**src/rtl/alu_arbiter.sv**
```systemverilog
// Round-robin arbiter that shares one combinational ALU between NREQ requesters.
// Operands are captured at grant and the result is registered, so the ALU
// sits between two register stages.
module alu_arbiter #(
    parameter int unsigned NREQ   = 2,
    parameter int unsigned WORD_W = 32,
    parameter int unsigned OP_W   = 4
) (
    input  logic                   CLK,
    input  logic                   nRST,
    input  logic [NREQ-1:0]        req_valid,
    output logic [NREQ-1:0]        req_ready,
    input  logic [NREQ*OP_W-1:0]   req_aluop,
    input  logic [NREQ*WORD_W-1:0] req_porta,
    input  logic [NREQ*WORD_W-1:0] req_portb,
    output logic [NREQ-1:0]        rsp_valid,
    input  logic [NREQ-1:0]        rsp_ready,
    output logic [WORD_W-1:0]      rsp_portout,
    output logic [2:0]             rsp_flags,
    output logic [OP_W-1:0]        alu_aluop,
    output logic [WORD_W-1:0]      alu_porta,
    output logic [WORD_W-1:0]      alu_portb,
    input  logic [WORD_W-1:0]      alu_portout,
    input  logic [2:0]             alu_flags,
    output logic                   busy
);

    localparam int unsigned PTR_W = (NREQ > 1) ? $clog2(NREQ) : 1;
    localparam int unsigned IW    = PTR_W + 1;

    typedef enum logic [1:0] {
        IDLE = 2'd0,
        EXEC = 2'd1,
        RESP = 2'd2
    } state_t;

    state_t             r_state;
    state_t             w_state_nxt;
    logic [PTR_W-1:0]   r_rr_ptr;
    logic [PTR_W-1:0]   r_owner;
    logic [OP_W-1:0]    r_aluop;
    logic [WORD_W-1:0]  r_porta;
    logic [WORD_W-1:0]  r_portb;
    logic [WORD_W-1:0]  r_result;
    logic [2:0]         r_flags;

    logic               w_grant_found;
    logic [PTR_W-1:0]   w_grant;
    logic [PTR_W-1:0]   w_cand;
    logic [IW-1:0]      w_sum;
    logic [OP_W-1:0]    w_sel_aluop;
    logic [WORD_W-1:0]  w_sel_porta;
    logic [WORD_W-1:0]  w_sel_portb;
    logic [PTR_W-1:0]   w_owner_inc;
    logic               w_accept;
    logic               w_release;

    // Round-robin search: first valid requester at or after r_rr_ptr, wrapping.
    always_comb begin
        w_grant_found = 1'b0;
        w_grant       = '0;
        w_sum         = '0;
        w_cand        = '0;
        for (int unsigned k = 0; k < NREQ; k++) begin
            w_sum = IW'(r_rr_ptr) + IW'(k);
            if (w_sum >= IW'(NREQ)) begin
                w_sum = w_sum - IW'(NREQ);
            end
            w_cand = PTR_W'(w_sum);
            if (!w_grant_found && req_valid[w_cand]) begin
                w_grant_found = 1'b1;
                w_grant       = w_cand;
            end
        end
    end

    // Select the granted requester's opcode and operands.
    always_comb begin
        w_sel_aluop = '0;
        w_sel_porta = '0;
        w_sel_portb = '0;
        for (int unsigned i = 0; i < NREQ; i++) begin
            if (w_grant == PTR_W'(i)) begin
                w_sel_aluop = req_aluop[i*OP_W +: OP_W];
                w_sel_porta = req_porta[i*WORD_W +: WORD_W];
                w_sel_portb = req_portb[i*WORD_W +: WORD_W];
            end
        end
    end

    assign w_owner_inc = (r_owner == PTR_W'(NREQ - 1)) ? '0 : PTR_W'(r_owner + PTR_W'(1));

    // Next-state and handshake decode.
    always_comb begin
        w_state_nxt = r_state;
        req_ready   = '0;
        rsp_valid   = '0;
        w_accept    = 1'b0;
        w_release   = 1'b0;
        case (r_state)
            IDLE: begin
                if (w_grant_found) begin
                    req_ready[w_grant] = 1'b1;
                    w_accept           = 1'b1;
                    w_state_nxt        = EXEC;
                end
            end
            EXEC: begin
                w_state_nxt = RESP;
            end
            RESP: begin
                rsp_valid[r_owner] = 1'b1;
                if (rsp_ready[r_owner]) begin
                    w_release   = 1'b1;
                    w_state_nxt = IDLE;
                end
            end
            default: begin
                w_state_nxt = IDLE;
            end
        endcase
    end

    // State register.
    always_ff @(posedge CLK or negedge nRST) begin
        if (!nRST) begin
            r_state <= IDLE;
        end else begin
            r_state <= w_state_nxt;
        end
    end

    // Operand capture at grant, result capture in EXEC, pointer advance on release.
    always_ff @(posedge CLK or negedge nRST) begin
        if (!nRST) begin
            r_rr_ptr <= '0;
            r_owner  <= '0;
            r_aluop  <= '0;
            r_porta  <= '0;
            r_portb  <= '0;
            r_result <= '0;
            r_flags  <= '0;
        end else begin
            if (w_accept) begin
                r_owner <= w_grant;
                r_aluop <= w_sel_aluop;
                r_porta <= w_sel_porta;
                r_portb <= w_sel_portb;
            end
            if (r_state == EXEC) begin
                r_result <= alu_portout;
                r_flags  <= alu_flags;
            end
            if (w_release) begin
                r_rr_ptr <= w_owner_inc;
            end
        end
    end

    assign alu_aluop   = r_aluop;
    assign alu_porta   = r_porta;
    assign alu_portb   = r_portb;
    assign rsp_portout = r_result;
    assign rsp_flags   = r_flags;
    assign busy        = (r_state != IDLE);

endmodule

```
**config.mk**
```make
export PLATFORM = sky130hd
export DESIGN_NAME = alu_arbiter
export DESIGN_NICKNAME = d
export VERILOG_FILES = /design/src/rtl/alu_arbiter.sv
export SDC_FILE = /design/constraint.sdc
export NUM_CORES = 1
export LEC_CHECK = 0
export CAP_MARGIN = 20
export CORE_UTILIZATION = 38
export DETAILED_ROUTE_END_ITERATION = 7
export PLACE_DENSITY_LB_ADDON = 0.3
export SLEW_MARGIN = 20
export SYNTH_ARGS = -nofsm -noshare
export SYNTH_HDL_FRONTEND = slang
export SYNTH_SLANG_ARGS = --single-unit
```
**constraint.sdc**
```tcl
create_clock -name CLK -period 1.8 [get_ports CLK]
set_input_delay 0.36 -clock CLK [delete_from_list [all_inputs] [get_ports CLK]]
set_output_delay 0.36 -clock CLK [all_outputs]
set_load 0.03 [all_outputs]
```
==> metrics.cfg <==
[clock_network]
clock_sinks=107
clkSlewWorstSetupHoldPaths_ns=0.07
cts_buffers=9
cts_tree=built
cts_root_buffer=clkbuf_16
clock_latency_ns=0.35
cts_max_path_buffers=2
cts_htree_levels=3
hold_buffers=0

[placement]
dpl.hpwl_microns=11800
dpl_cell_area_sq_mm=0.00780
globalplace.congestion=0.859
pre_cts_slack_ns=-0.294
port_buffers=284

[floorplanning]
die_area_sq_mm=0.0128
die_y_microns=113
io_pins=285
coreArea_sq_mm=0.0121
rows=40
initial_core_util_pct=39.0
die_w_microns=113

[synth]
synthCells=394
synth_adder_area_share_pct=0
synth_seq_cells=107
syn_avg_cell_area_sq_um=11.9
synth-compound-area-share_pct=25.6
synth_nets=571
synthMuxAreaShare_pct=8.38
synth.most_common_cell=dfrtp_1
synth-simple-area-share_pct=4.15
yosysSeqAreaShare_pct=56.9
synthTopCellsByCount=107 x dfrtp_1, 42 x a21boi_0, 42 x a221o_1
yosys.area.top_type_share_pct=56.9
yosys.area_share.xor_xnor_pct=0
synth_edf_count=0
synth_area_leaders=dfrtp_1 57%, a221o_1 8.9%, mux2_1 8.4%, a21boi_0 6.7%, a31oi_1 3.6%
ys_warn_count=0
synth_top_family_by_area=compound AO/OA/AOI/OAI gates
ys.flop_type=dfrtp_1
syn_area_sq_mm=0.00470
async_flop_share_pct=100
synth_top_area_cell=dfrtp_1
ys_types=24

[power]
p_leak_nw=3.41
peakVddDrop_mv=1.01
total_power_w=0.0151
power.density_mw_per_mm2=1840

[sta]
final_hold_viol_count=6
tns_ns=0
rsz0062_at_grt=yes
finalCriticalPeriod_ns=1.79
slew_headroom_pct=64.0
setup_ws_ns=0.0110
post-route-period-util_pct=99.4
worst_pin_slew_ns=0.540
whs_ns=-0.0136
fmax_mhz=559
maxSlewViolCount=0
setup_violations=0
fin_skew_ns=0.00687

[global_routing]
grt_max_degree=58
grt_pass1_vias=4565
grt.total_usage_pct=25.1
grt.overflow.total=0
grt_pass1_wl_microns=24700
antenna_found_initial=0

[critical_path]
worstSetupStartpointType=register
path_class=reg2out
ff2ff_path_depth=6
worst-endpoint-arrival_ns=1.43
path_max_fanout=11
cp-end-kind=output pin
cp.required_ns=1.44

[detailed_routing]
num_vias=4543
wl_microns=16600
antenna_left=0
routed_via_density=5.36
firstDrtPassIters=4
drc=0
drtIter0Drc=340
wl_per_cell_microns=19.6

[final_layout]
diodes=0
multiInputGateArea_sq_mm=0.00181
layout-drive-gt1-share_pct=8.38
layout.nets=853
register_area_sq_mm=0.00268
syn2layout_area_growth_pct=74.9
fillers=949
fin_area_sq_mm=0.00823

[status]
run_status=finished, violations left
violations=hold timing

[worst_hold_path]
hold_path.class=in2async

[job]
maxCapViolCount=0

-- timing repair --
item / in CTS / in global routing
cloned: 0 / 2
setup endpoints to repair: 6 / 13
gates resized for setup: 10 / 14
pin swaps: 2 / 2
setup buffers: 1 / 2
-- metrics by stage --
| step | util, % | cells |
|---|---|---|
| after global placement | 64.7 | 828 |
| after global routing | 68.2 | 848 |
| final | 68.2 | 848 |
| after detailed placement | 64.7 | 828 |
| after floorplan | - | 394 |
| after CTS | 67.4 | 844 |
-- cell type report --
| class | instances | area share [%] |
|---|---|---|
| clock inverter | 3 | 0.563 |
| sequential | 107 | 32.6 |
| tap | 168 | 2.56 |
| inverter | 5 | 0.243 |
| multi-input combinational | 241 | 22.0 |
| clock buffer | 12 | 3.24 |
| timing repair buffer | 312 | 38.8 |
-- report_power, final --
part	internal (W)	switching, W
registers	0.00364	0.000681
logic	0.00391	0.00485
clock network	0.00119	0.000876
-- metal layers --
| layer | global-route usage, % | up-vias | share of wire, % |
|---|---|---|---|
| met4 | 10.4 | 0 | 2.8 |
| met2 | 44.2 | 226 | 51 |
| met1 | 29.5 | 2218 | 39 |
| met5 | 0 | - | 0 |
| li1 | - | 2065 | - |
| met3 | 5.57 | 34 | 7.3 |
-- cell families (layout without fill, tap and decap cells) --
family,Yosys count,count (layout)
compound gates,169,169
buf+inv,46,332
flops,107,107
mux,35,35
simple gates,37,37
-- sequential cells by signal, indices dropped and copies added (netlist names) --
register     flops
alu_porta       32
alu_portb       32
rsp_portout     32
alu_aluop        4
rsp_flags        3
r_state          2
r_owner          1
r_rr_ptr         1
-- worst max-delay path, stage by stage (launching register included) --
cell	delay [ns]
dfrtp_2	0.45
nor2_4	0.17
o211a_4	0.20
buf_12	0.14
buf_8	0.12
-- path summary, 6_finish.rpt --
check | startpoint | endpoint | slack [ns]
worst max-delay path | r_state[1] | req_ready[0] | 0.01
worst min-delay path | nRST | alu_porta[30] | -0.01
worst max register to register | r_state[1] | alu_porta[1] | 0.14
worst min register to register | rsp_portout[8] | rsp_portout[8] | 0.49
max in group asynchronous | nRST | rsp_portout[13] | 1.20
min in group CLK | rsp_portout[8] | rsp_portout[8] | 0.49
-- cells in the final DEF, fill, tap and decap left out, drive strengths merged --
cell type and n:
nand2b 3, a31oi 27, nor3 1, clkinvlp 1, a21boi 42, clkdlybuf4s50 264, inv 4, a21o 1
dlymetal6s2s 10, o21ai 29, nor2 3, bufinv 1, dlygate4sd2 5, o211a 1, buf 30, a21oi 27
clkinv 2, and3 1, dfrtp 107, clkbuf 15, nor2b 1, nand3 26, nand2 1, or2 1
a221o 42, mux2 35
No activity file was read; power rests on OpenSTA's default activity.
